==> config.mk <==
export PLATFORM = sky130hd
export DESIGN_NAME = piso_shift_transmitter
export DESIGN_NICKNAME = d
export VERILOG_FILES = /design/src/rtl/piso_shift_transmitter.sv
export SDC_FILE = /design/constraint.sdc
export NUM_CORES = 1
export LEC_CHECK = 0
export CORE_AREA = 2 2 41 43
export CTS_CLUSTER_SIZE = 24
export DETAILED_ROUTE_END_ITERATION = 8
export DIE_AREA = 0 0 43 45
export PLACE_DENSITY_LB_ADDON = 0.2
export SETUP_SLACK_MARGIN = 0.4
export SLEW_MARGIN = 20
export SYNTH_ARGS = -nofsm -noshare
export SYNTH_HDL_FRONTEND = slang
export SYNTH_SLANG_ARGS = --single-unit
export TNS_END_PERCENT = 20
==> constraint.sdc <==
create_clock -name clk -period 1.1 [get_ports clk]
set_input_delay 0.22 -clock clk [delete_from_list [all_inputs] [get_ports clk]]
set_output_delay 0.22 -clock clk [all_outputs]
set_load 0.01 [all_outputs]
==> src/rtl/piso_shift_transmitter.sv <==
// ---------------------------------------------------------------------------
// piso_shift_transmitter
//   Parallel-in / serial-out transmitter. A word is captured on a
//   load_valid/load_ready handshake and shifted out one bit per clock while
//   shift_en is high. A stalled stream (shift_en low) freezes every output.
//
// Handshake: a word is accepted on a rising edge where load_valid and
//   load_ready are both 1. load_ready is 1 in IDLE, and in SHIFT only on the
//   final bit while shift_en is 1. This lets a new word follow the previous
//   one without a gap. load_valid may be held while load_ready is 0; din is
//   ignored until the handshake completes.
//
// Ports:
//   clk        in   sole clock, rising edge
//   rst        in   asynchronous, active-low reset
//   din        in   [WIDTH-1:0] parallel word, sampled on accept
//   load_valid in   producer offers din
//   load_ready out  block can accept a word this cycle
//   shift_en   in   advance permission (0 stalls the stream)
//   dout       out  registered serial data
//   dout_valid out  dout carries a valid bit
//   dout_last  out  dout carries the final bit of the word
//   busy       out  state is SHIFT
//   dbg_state  out  raw FSM state (0 = IDLE, 1 = SHIFT) for checkers
// ---------------------------------------------------------------------------
module piso_shift_transmitter #(
  parameter int WIDTH     = 4,
  parameter int LSB_FIRST = 1
) (
  input  logic             clk,
  input  logic             rst,
  input  logic [WIDTH-1:0] din,
  input  logic             load_valid,
  output logic             load_ready,
  input  logic             shift_en,
  output logic             dout,
  output logic             dout_valid,
  output logic             dout_last,
  output logic             busy,
  output logic             dbg_state
);

  localparam int CNT_W = $clog2(WIDTH);
  localparam logic [CNT_W-1:0] CNT_LAST    = CNT_W'(WIDTH - 1);
  localparam logic [CNT_W-1:0] CNT_PRELAST = CNT_W'(WIDTH - 2);

  typedef enum logic {
    IDLE  = 1'b0,
    SHIFT = 1'b1
  } state_t;

  state_t           state_q, state_d;
  logic [CNT_W-1:0] cnt_q, cnt_d;
  logic [WIDTH-1:0] sr_q, sr_d;
  logic             dout_q, dout_d;
  logic             dout_valid_q, dout_valid_d;
  logic             dout_last_q, dout_last_d;
  logic             accept;

  always_ff @(posedge clk or negedge rst) begin
    if (!rst) begin
      state_q      <= IDLE;
      cnt_q        <= '0;
      sr_q         <= '0;
      dout_q       <= 1'b0;
      dout_valid_q <= 1'b0;
      dout_last_q  <= 1'b0;
    end else begin
      state_q      <= state_d;
      cnt_q        <= cnt_d;
      sr_q         <= sr_d;
      dout_q       <= dout_d;
      dout_valid_q <= dout_valid_d;
      dout_last_q  <= dout_last_d;
    end
  end

  // Ready only on the final bit while it is actually advancing, so a new
  // word can take the slot that bit vacates on the same edge.
  always_comb begin
    load_ready = 1'b0;
    if (state_q == IDLE) begin
      load_ready = 1'b1;
    end else if ((cnt_q == CNT_LAST) && shift_en) begin
      load_ready = 1'b1;
    end
  end

  assign accept = load_valid && load_ready;

  // sr_q always holds the word with the bit currently on dout at the
  // outgoing end (bit 0 for LSB-first, bit WIDTH-1 for MSB-first), so the
  // next bit to present is always the neighbour of that end.
  always_comb begin
    state_d      = state_q;
    cnt_d        = cnt_q;
    sr_d         = sr_q;
    dout_d       = dout_q;
    dout_valid_d = dout_valid_q;
    dout_last_d  = dout_last_q;

    if (accept) begin
      state_d      = SHIFT;
      cnt_d        = '0;
      sr_d         = din;
      dout_d       = (LSB_FIRST != 0) ? din[0] : din[WIDTH-1];
      dout_valid_d = 1'b1;
      dout_last_d  = 1'b0;
    end else if ((state_q == SHIFT) && shift_en) begin
      if (cnt_q == CNT_LAST) begin
        state_d      = IDLE;
        cnt_d        = '0;
        sr_d         = '0;
        dout_d       = 1'b0;
        dout_valid_d = 1'b0;
        dout_last_d  = 1'b0;
      end else begin
        cnt_d        = cnt_q + CNT_W'(1);
        sr_d         = (LSB_FIRST != 0) ? (sr_q >> 1) : (sr_q << 1);
        dout_d       = (LSB_FIRST != 0) ? sr_q[1] : sr_q[WIDTH-2];
        dout_valid_d = 1'b1;
        dout_last_d  = (cnt_q == CNT_PRELAST);
      end
    end
  end

  assign dout       = dout_q;
  assign dout_valid = dout_valid_q;
  assign dout_last  = dout_last_q;
  assign busy       = (state_q == SHIFT);
  assign dbg_state  = state_q;

endmodule

==> results.md <==
• post-synth design cell area: 589 µm²
• result of the run: complete, but fails checks
• vertical die dimension: 45 µm
• count of port buffers added during placement: 13
• routed wire length per instance: 12.8 µm
• DRC marker count from the first detailed-route iteration: 3
• worst min-delay path category: in2async
• maximum number of pins on one net before global-route repair: 17
• via count of the first global-routing pass: 513
• switching power: 0.664 mW
• RSZ-0062 raised after global routing: yes
• Avg Inst Size Synth: 9.66 µm²
• Worst Skew: 0.00274 ns
• ranking of synthesized cells by area: sky130_fd_sc_hd__dfrtp_1 38%, sky130_fd_sc_hd__mux2i_1 8.5%, sky130_fd_sc_hd__o22ai_1 5.3%
• endpoint arrival time on the critical path: 1.10 ns
• min Tclk post-route: 1.32 ns
• Tcrit/Tclk final: 1.20
• cell taking the most area after synthesis: sky130_fd_sc_hd__dfrtp_1
• total I/O pin count: 14
• transition time at the pin with the least slew margin: 0.197 ns
• slowest CP cell: sky130_fd_sc_hd__dfrtp_1
• Cell variety after synth: 25
• Total Wirelength: 1.31 mm
• Non-Filler Instances: 102
• DRC violations left: 0
• number of synthesized flops with an enable pin: 0
• worst setup slack before clock tree synthesis: -0.520 ns
• largest stage delay on the critical path: 0.40 ns
• number of optimization iterations in the first detailed-route pass: 4
• violated checks: setup timing
• GRT Total Usage: 0.158
• Seq/Total Area, Yosys: 0.382
• cell repeated most along the worst path: sky130_fd_sc_hd__nand2_2
• CTS Sinks: 9
• Antenna Diode Count: 0
• final hold viol count: 0
• crit path kind: reg2out
• design internal power: 1.17 mW
• leakage dissipation: 0.382 nW
• antenna violations before repair: 0
• post-synthesis to final-layout area growth: 46.1%
• Most used DFF post-synth: sky130_fd_sc_hd__dfrtp_1
• RD Place Congestion: 0.740
• number of max-slew violations in the final report: 0
• flop and latch count out of synthesis: 9
• Core Rows: 14
• horizontal die dimension: 43 µm
• IR Drop Worst-Case VDD: 1.12 mV
• setup violation total in the final timing report: 10
• cells after synthesis: 61
• global-route wire length before repair: 2.21 mm
• part of the total power dissipated in the clock network: 0.144
• worst setup slack after layout: -0.216 ns
• share of flip-flops with an asynchronous set or reset: 1.00
• critical path endpoint category: output port
• clock latency at the later pin of the worst-skew pair: 0.26 ns
• relative contribution of sequential cells to total power: 0.295
• required time of the critical path: 0.88 ns
• clock tree from TritonCTS: yes
• hold-fix buffer count after cts: 0
• clock transition time at the flip-flop clock pins of the worst setup and hold paths: 0.06 ns
• slew margin rel.: 0.867
• Total Die Area: 0.00194 mm²
• total overflow reported by the global router: 0
• Yosys warning total: 0
• most numerous cell in the Yosys netlist: sky130_fd_sc_hd__dfrtp_1
• remaining antenna violation count: 0
• highest clock rate: 760 MHz
• post-synth net total: 71
• number of nets in the layout: 97
• Via Count: 561
• placed cell count: 96
• Std-Cell Core Area: 0.00147 mm²
• fraction of post-synthesis cell area in the top cell type by area: 0.382
• top cell types by occurrence after synthesis: 9 x sky130_fd_sc_hd__dfrtp_1, 6 x sky130_fd_sc_hd__o21ai_0, 5 x sky130_fd_sc_hd__mux2i_1, 5 x sky130_fd_sc_hd__o22ai_1, 4 x sky130_fd_sc_hd__nand2b_1
• buffer cell driving the clock tree root: sky130_fd_sc_hd__clkbuf_4
• Logic pwr share: 0.561
• H-tree depth: 1
• share of final-layout standard cells stronger than drive strength 1: 0.384
• number of CTS-inserted buffers: 3
• buffer levels on the longest clock path: 2
• HPWL Detailed: 942 µm
• fraction of power spent switching nets: 0.362
• starting density of the core: 0.401
• CP max FO: 2
• ordered list of cells on the worst path: ha_2, nand2_2, nand2_2, buf_6
• Avg Vias per Cell: 5.50
• # Max-Cap Violations: 0
• Startpoint Class: flip-flop
• power density over the cells: 2130 mW/mm²
==> per-stage QoR <==
step	cell area [µm²]	util	power [mW]	hold WS [ns]	setup TNS [ns]
final	861	0.585	1.84	0.238	-1.07
after global routing	861	0.585	1.98	0.240	-1.71
after CTS	815	0.554	1.72	0.235	-1.32
after detailed placement	787	0.535	1.46	0.527	-2.56
after global placement	787	0.535	1.43	0.525	-2.43
after floorplan	598	-	1.08	-0.0756	-0.0770
==> worst paths after layout <==
check / from / endpoint / slack, ns / depth (start not counted)
min in group clk: sr_q[3]$_DFFE_PN0P_ / sr_q[3]$_DFFE_PN0P_ / 0.59 / 2
worst min register to register: sr_q[3]$_DFFE_PN0P_ / sr_q[3]$_DFFE_PN0P_ / 0.59 / 2
worst min-delay path: rst / sr_q[1]$_DFFE_PN0P_ / 0.24 / 2
worst max register to register: cnt_q[0]$_DFFE_PN0P_ / sr_q[2]$_DFFE_PN0P_ / -0.14 / 5
worst max-delay path: cnt_q[0]$_DFFE_PN0P_ / load_ready / -0.22 / 4
max in group asynchronous: rst / cnt_q[0]$_DFFE_PN0P_ / 0.73 / 2
==> cells in the final DEF, fill, tap and decap left out, types with 4 or more instances in the layout <==
cell type and instances:
sky130_fd_sc_hd__buf_4 13, sky130_fd_sc_hd__clkdlybuf4s50_1 7, sky130_fd_sc_hd__dfrtp_1 9, sky130_fd_sc_hd__mux2i_1 5
sky130_fd_sc_hd__nand2b_1 4, sky130_fd_sc_hd__o21ai_0 4
==> cell type report <==
class	instances	area, µm²
Fill cell	129	611
Multi-Input combinational cell	44	357
Sequential cell	9	225
Timing Repair Buffer	27	223
Clock buffer	4	26.3
Tap cell	16	20.0
Inverter	2	10.0
==> repair_timing <==
action | in CTS | in global routing
gates resized for setup | 22 | 10
pin swaps | 2 | 7
endpoints found under the hold margin | 0 | 0
setup endpoints to repair | 15 | 15
gates cloned | 0 | 0
setup buffers | 1 | 1
==> state kept, by name, indices dropped and copies added, names as in the netlist <==
| signal | cells |
|---|---|
| sr_q | 4 |
| cnt_q | 2 |
| busy | 1 |
| dout_last | 1 |
| dout_valid | 1 |
==> critical path, delay by kind of cell, from the launching register on <==
kind	cells	cell delay, ns
adders and majority gates	1	0.19
buffers and inverters	1	0.12
DFF	1	0.40
and+or+nand+nor	2	0.13
==> cell families after synthesis <==
family	count (synthesis)	synth area share
flip-flops	9	0.382
AND/OR/NAND/NOR	21	0.212
AO/OA/AOI/OAI	15	0.163
adder cells (fa/ha/maj)	2	0.0425
multiplexers	6	0.110
buffers and inverters	8	0.0892
==> power by group through the flow <==
stage	clock, mW	combinational (mW)	sequential [mW]
after floorplan	0	0.508	0.567
after global placement	0	0.889	0.539
after detailed placement	0	0.919	0.546
after CTS	0.276	0.907	0.539
after global routing	0.291	1.13	0.558
final	0.264	1.03	0.542
==> layer usage <==
layer	wire length, µm	GRT usage
met1	534	0.177
met2	683	0.279
met3	85	0.0600
met4	4	0.0545
met5	0	0
(Power assumes the default switching activity.)
